==> config.mk <==
export PLATFORM = sky130hd
export DESIGN_NAME = mux2_rr_arbiter
export DESIGN_NICKNAME = d
export VERILOG_FILES = /design/src/rtl/mux2_rr_arbiter.sv
export SDC_FILE = /design/constraint.sdc
export NUM_CORES = 1
export LEC_CHECK = 0
export BUFFER_PORTS_ARGS = -buffer_cell sky130_fd_sc_hd__buf_2
export CAP_MARGIN = 20
export CORE_MARGIN = 2
export CORE_UTILIZATION = 47
export DETAILED_ROUTE_END_ITERATION = 8
export PLACE_DENSITY_LB_ADDON = 0.15
export SETUP_SLACK_MARGIN = 0.5
export SYNTH_ARGS = -nofsm -noshare
export SYNTH_HDL_FRONTEND = slang
export SYNTH_SLANG_ARGS = --single-unit
==> constraint.sdc <==
create_clock -name clk -period 2.2 [get_ports clk]
set_clock_uncertainty 0.15 [all_clocks]
set_input_delay 0 -clock clk [delete_from_list [all_inputs] [get_ports clk]]
set_output_delay 0 -clock clk [all_outputs]
set_load 0.005 [all_outputs]
==> src/rtl/mux2_rr_arbiter.sv <==
// mux2_rr_arbiter: round-robin burst arbiter sharing a 2:1 mux into a registered valid/ready stage
module mux2_rr_arbiter #(
  parameter int WIDTH     = 8,
  parameter int MAX_BURST = 4
) (
  input  logic             clk,
  input  logic             rst_n,
  input  logic             req0,
  input  logic [WIDTH-1:0] data0,
  input  logic             last0,
  output logic             gnt0,
  input  logic             req1,
  input  logic [WIDTH-1:0] data1,
  input  logic             last1,
  output logic             gnt1,
  output logic             sel,
  output logic             busy,
  output logic [WIDTH-1:0] out_data,
  output logic             out_valid,
  input  logic             out_ready
);
  localparam int CW = $clog2(MAX_BURST) + 1;
  typedef enum logic [1:0] {IDLE, GRANT0, GRANT1} state_t;
  state_t           state_q, state_d;
  logic             prio_q, prio_d;
  logic             sel_q, sel_d;
  logic             out_valid_q, out_valid_d;
  logic [CW-1:0]    cnt_q, cnt_d;
  logic [WIDTH-1:0] out_data_q, out_data_d;
  logic             src, cur_req, cur_last, oth_req, space, beat, burst_end, pick;
  logic [WIDTH-1:0] cur_data;
  assign src       = (state_q == GRANT1);
  assign cur_req   = src ? req1 : req0;
  assign cur_last  = src ? last1 : last0;
  assign cur_data  = src ? data1 : data0;
  assign oth_req   = src ? req0 : req1;
  assign busy      = (state_q != IDLE);
  assign space     = !out_valid_q || out_ready;
  assign gnt0      = (state_q == GRANT0) && space;
  assign gnt1      = (state_q == GRANT1) && space;
  assign beat      = busy && cur_req && space;
  assign burst_end = busy && (!cur_req || (beat && (cur_last || cnt_q == CW'(MAX_BURST - 1))));
  assign pick      = (req0 && req1) ? prio_q : req1;
  assign sel       = sel_q;
  assign out_valid = out_valid_q;
  assign out_data  = out_data_q;
  // idle arbitration, burst hand-over to the other source, and output stage update
  always_comb begin
    state_d     = state_q;
    prio_d      = prio_q;
    sel_d       = sel_q;
    cnt_d       = cnt_q;
    out_valid_d = beat || (out_valid_q && !out_ready);
    out_data_d  = beat ? cur_data : out_data_q;
    if (!busy) begin
      state_d = (req0 || req1) ? (pick ? GRANT1 : GRANT0) : IDLE;
      sel_d   = (req0 || req1) ? pick : sel_q;
    end else if (burst_end) begin
      prio_d  = !src;
      cnt_d   = '0;
      state_d = oth_req ? (src ? GRANT0 : GRANT1) : IDLE;
      sel_d   = oth_req ? !src : sel_q;
    end else begin
      cnt_d   = beat ? cnt_q + 1'b1 : cnt_q;
    end
  end
  // state and datapath registers, cleared asynchronously so an in-flight burst is dropped at once
  always_ff @(posedge clk or negedge rst_n) begin
    if (!rst_n) begin
      state_q     <= IDLE;
      prio_q      <= 1'b0;
      sel_q       <= 1'b0;
      cnt_q       <= '0;
      out_valid_q <= 1'b0;
      out_data_q  <= '0;
    end else begin
      state_q     <= state_d;
      prio_q      <= prio_d;
      sel_q       <= sel_d;
      cnt_q       <= cnt_d;
      out_valid_q <= out_valid_d;
      out_data_q  <= out_data_d;
    end
  end
endmodule
## Word level (Yosys, flattened, before mapping)

Index checks and enable logic that the tools add are counted.

- Memories: 0
- Input bits: 23
- RAM bits: 0
- Latch bits: 0
- Word-level logic and storage cells: 52
- Register bits: 16
- Output and inout port bits: 13
- Bits in read-only memories: 0

- Reduce and logical (&&, ||, !) cells: 23
- Bitwise operators: 0
- Shifts and indexed selects: 0
- Muxes and demuxes: 17
- Eq/ne operators: 5
- $add $sub $neg: 1
- $lt $le $gt $ge: 0
- Div/mod/pow operators: 0
- Multipliers: 0

Operators by type and width:

| operator | count |
|---|---|
| 2-to-1 mux 2 bit | 6 |
| logical AND 1 bit | 8 |
| 2-to-1 mux 1 bit | 8 |
| 2-to-1 mux 8 bit | 1 |
| 2-to-1 mux 3 bit | 2 |
| nonzero test 2 bit | 3 |
| logical OR 1 bit | 5 |
| logical NOT 1 bit | 4 |
| != test 2 x 1 -> 1 bit, second input constant | 2 |
| AND reduction 2 bit | 2 |
| adder 3 x 1 -> 3 bit, second input constant | 1 |
| == test 3 x 2 -> 1 bit, second input constant | 1 |
| AND reduction 3 bit | 1 |
| == test 2 x 1 -> 1 bit, second input constant | 1 |
| == test 2 bit, second input constant | 1 |

## Longest topological paths before layout

- Word-level depth: 9
- Mapped depth: 6
- Depth with buffers taken out: 6

## Worst setup path before layout

No wires, ideal clock.

- Path kind: register to register
- Start: reg cnt_q[0]
- End: reg state_q[1]
- Required time: 1928 ps
- Buffers on the path: 0
- Cell stages (with the launch flop): 7
- Data arrival time: 1305 ps
- Slack: 623 ps
- Setup time: 122 ps
- Clock period less this slack: 1577 ps
- Path through: dfrtp_1 ha_1 ha_1 nor2_1 mux2_4 nor2_4 a32o_1

- Longest elaborated chain between the ends: 6

RTL lines:

| item | RTL line | text |
|---|---|---|
| from (decl) | 28 | `logic [CW-1:0] cnt_q, cnt_d;` |
| from (signal assigned) | 80 | `cnt_q <= cnt_d;` |
| == test 3 x 2 -> 1 bit | 42 | `assign burst_end = busy && (!cur_req \|\| (beat && (cur_last \|\| cnt_q == CW'(MAX_BURST - 1))));` |
| logical OR 1 bit | 42 |  |
| logical AND 1 bit | 42 |  |
| logical OR 1 bit | 42 |  |
| logical AND 1 bit | 42 |  |
| != test 2 x 1 -> 1 bit (no line) | - |  |
| to (signal assigned) | 77 | `state_q <= state_d;` |
| to (decl) | 24 | `state_t state_q, state_d;` |

Every way passes these cells.
A chain may end at the register's enable or synchronous reset.

## Final worst setup path

- Start: reg cnt_q[0]
- End: reg state_q[0]

Same word-level chain as after synthesis.

==> metrics.cfg <==
[setup_path]
reg2reg_depth = 6
reg2reg_slack_ns = 0.53
worstPathRequired_ns = 2.25
cp_max_fo = 4
r2r_end = state_q[0]$_DFFE_PN0P_
worstPathArrival_ns = 1.72
crit_type = reg2reg
cp-end-kind = flop
r2r-start = cnt_q[0]$_DFFE_PN0P_
critical_path.startpoint_type = flop

[logic_synthesis]
ys_ff_latch = 16
synthesis.area_sq_um = 956
synth_largest_area_cell = dfrtp_1
ys_warn_count = 0
ys_types = 33
synth_top_area_frac = 0.419
syn_inst = 105
ys_seq_area_frac = 0.419
synthTopCellsByArea = dfrtp_1, nand2_1, nor2_1
synth.avg_cell_area_sq_um = 9.10
synth_nets = 130

[grt]
met3_usage = 0.0368
grt_pass1_vias = 977
grt_use_total = 0.247
grt_pass1_wl_um = 4500
grt_use_met1 = 0.302
met2_usage = 0.428
busiest_layer = met2
overflow = 0
antenna_found_initial = 0
grt_max_degree = 12

[clocking]
numClockSinks = 16
clock-root-buffer = clkbuf_4
cts_tree = built
clkLatencyLatePin_ns = 0.30
cts_max_level = 1
cts_inserted_buffers = 3
cts.path.max_buffers = 2
clk_pin_slew_worst_paths_ns = 0.10

[route]
via_per_inst = 5.34
num_vias = 1026
drtPass1Iterations = 4
routed_wl_um = 2820
drcViolationCount = 0
wl_per_cell_um = 14.7
ant_nets = 0
drt_iter0_drc = 24

[sta]
layout_worst_path_cycle_share = 0.758
timing.fmax_ghz = 0.600
setup_viol = 0
final.setup.tns_ns = 0
worst_pin_slew_ns = 0.434
rsz0062_at_grt = true
final-max-slew-violation-count = 0
slew_headroom = 0.709
hold_viol_final = 0
finalCriticalPeriod_ns = 1.67
setup_slack_ns = 0.533

[floorplan]
rows = 16
die_w_um = 49.1
coreArea_sq_mm = 0.00194
dieArea_sq_mm = 0.00241
start_util = 0.492
design.portCount = 36
die_y_um = 49.1

[finish]
final_cell_mix = buf_2, dlygate4sd3_1, nand2_1, nor2_1, dfrtp_1
synthToLayoutAreaGrowth_pct = 53.4
fin_nets = 191
layout-drive-gt1-share = 0.382
fillers = 147
layout_commonest_cell = buf_2
num_antenna_cells = 0

[placement]
place_congestion = 0.855
hpwl_um = 1660
preCtsSetupSlack_ns = 0.406
port_buffers = 35

[power]
p_leak_nw = 0.675
powerDensity_mw_per_mm2 = 874
vdd_drop_max_mv = 0.556

[min_path]
min_delay_path_depth = 3
worstHoldStart = out_ready
hp-class = in2reg
min_to = out_valid$_DFF_PN0_

[status]
outcome = completed

[job]
drv_cap = 0

-- metrics by stage --
| stage | instances | utilization | area [sq um] | hold WS, ns | total power [mW] |
|---|---|---|---|---|---|
| 6_report | 192 | 0.755 | 1470 | 0.0173 | 1.28 |
| 5_1_grt | 192 | 0.755 | 1470 | 0.0461 | 1.37 |
| 4_1_cts | 189 | 0.733 | 1420 | 0.0287 | 1.25 |
| 3_5_place_dp | 163 | 0.582 | 1130 | -0.210 | 0.985 |
| 3_3_place_gp | 163 | 0.582 | 1130 | -0.216 | 0.969 |
| 2_1_floorplan | 105 | - | 956 | -0.446 | 0.818 |
-- report_power, final --
group	switching, mW	leakage, nW	internal (mW)
combinational	0.286	0.468	0.292
sequential	0.0867	0.186	0.411
clock	0.106	0.0210	0.101
total	0.478	0.675	0.804
-- registers in the layout, summed over array words and instances, names as in the netlist --
signal     flops
state_q        2
out_data       8
prio_q         1
cnt_q          3
out_valid      1
sel            1
-- synth_stat cells --
master     count
o21ai_0        2
o22ai_1        1
o21a_4         1
buf_2          1
ha_1           2
o21ai_1        1
a21oi_1        2
mux2_4         1
nand2_1       20
a2bb2oi_1      1
nand3_1        1
o211a_1        1
a221oi_2       3
nand2b_1       1
nor3_1         1
a211oi_1       1
dfrtp_1       16
o32ai_1        1
buf_6          2
nor2b_2        1
a32o_1         1
o21ai_4        1
o2111ai_1      1
nor2_1        18
buf_4          2
and2_1         1
inv_1          6
nor2b_1        1
a31oi_1        9
mux2i_1        2
and3b_4        1
nor2_4         1
a211o_1        1
-- area by class of cell --
class / instances / area (sq um) / area share
Inverter: 6 / 22.5 / 0.0154
Sequential cell: 16 / 403 / 0.275
Timing Repair Buffer: 60 / 425 / 0.290
Tap cell: 27 / 33.8 / 0.0230
Clock buffer: 4 / 36.3 / 0.0247
Multi-Input combinational cell: 79 / 546 / 0.372
-- repair_timing --
item / CTS / global route
pin swaps: 2 / 3
resized for setup: 10 / 3
setup endpoints to repair: 6 / 8
buffers inserted: 0 / 3
endpoints found under the hold margin: 28 / 0
hold buffers: 21 / 0
gates cloned: 1 / 0
-- per-layer routing --
metal,vias up,part of all wire
met5,-,0
met4,0,0.018
met3,7,0.051
met2,46,0.52
met1,482,0.41
li1,491,-
-- kinds of logic after synthesis --
group / after synthesis / share of synthesized area
flops: 16 / 0.419
buf+inv: 11 / 0.0680
mux: 3 / 0.0366
compound gates: 27 / 0.237
fa+ha+maj: 2 / 0.0262
simple gates: 46 / 0.213
-- critical path, stage by stage (launching register included) --
cell and delay, ns:
dfrtp_1 0.41, ha_2 0.19, ha_4 0.18, nor2_4 0.11
mux2_4 0.20, nor2_4 0.06, a221oi_2 0.28
-- worst max-delay path by stage --
| stage | startpoint | endpoint | slack [ns] |
|---|---|---|---|
| after global routing | cnt_q[0]$_DFFE_PN0P_ | state_q[0]$_DFFE_PN0P_ | 0.49 |
| after global placement | state_q[0]$_DFFE_PN0P_ | state_q[1]$_DFFE_PN0P_ | 0.44 |
| after detailed placement | state_q[0]$_DFFE_PN0P_ | state_q[0]$_DFFE_PN0P_ | 0.41 |
| after CTS | state_q[1]$_DFFE_PN0P_ | state_q[0]$_DFFE_PN0P_ | 0.48 |
| after floorplan | cnt_q[0]$_DFFE_PN0P_ | state_q[1]$_DFFE_PN0P_ | 0.62 |
| final | cnt_q[0]$_DFFE_PN0P_ | state_q[0]$_DFFE_PN0P_ | 0.53 |
(Power assumes the default switching activity.)
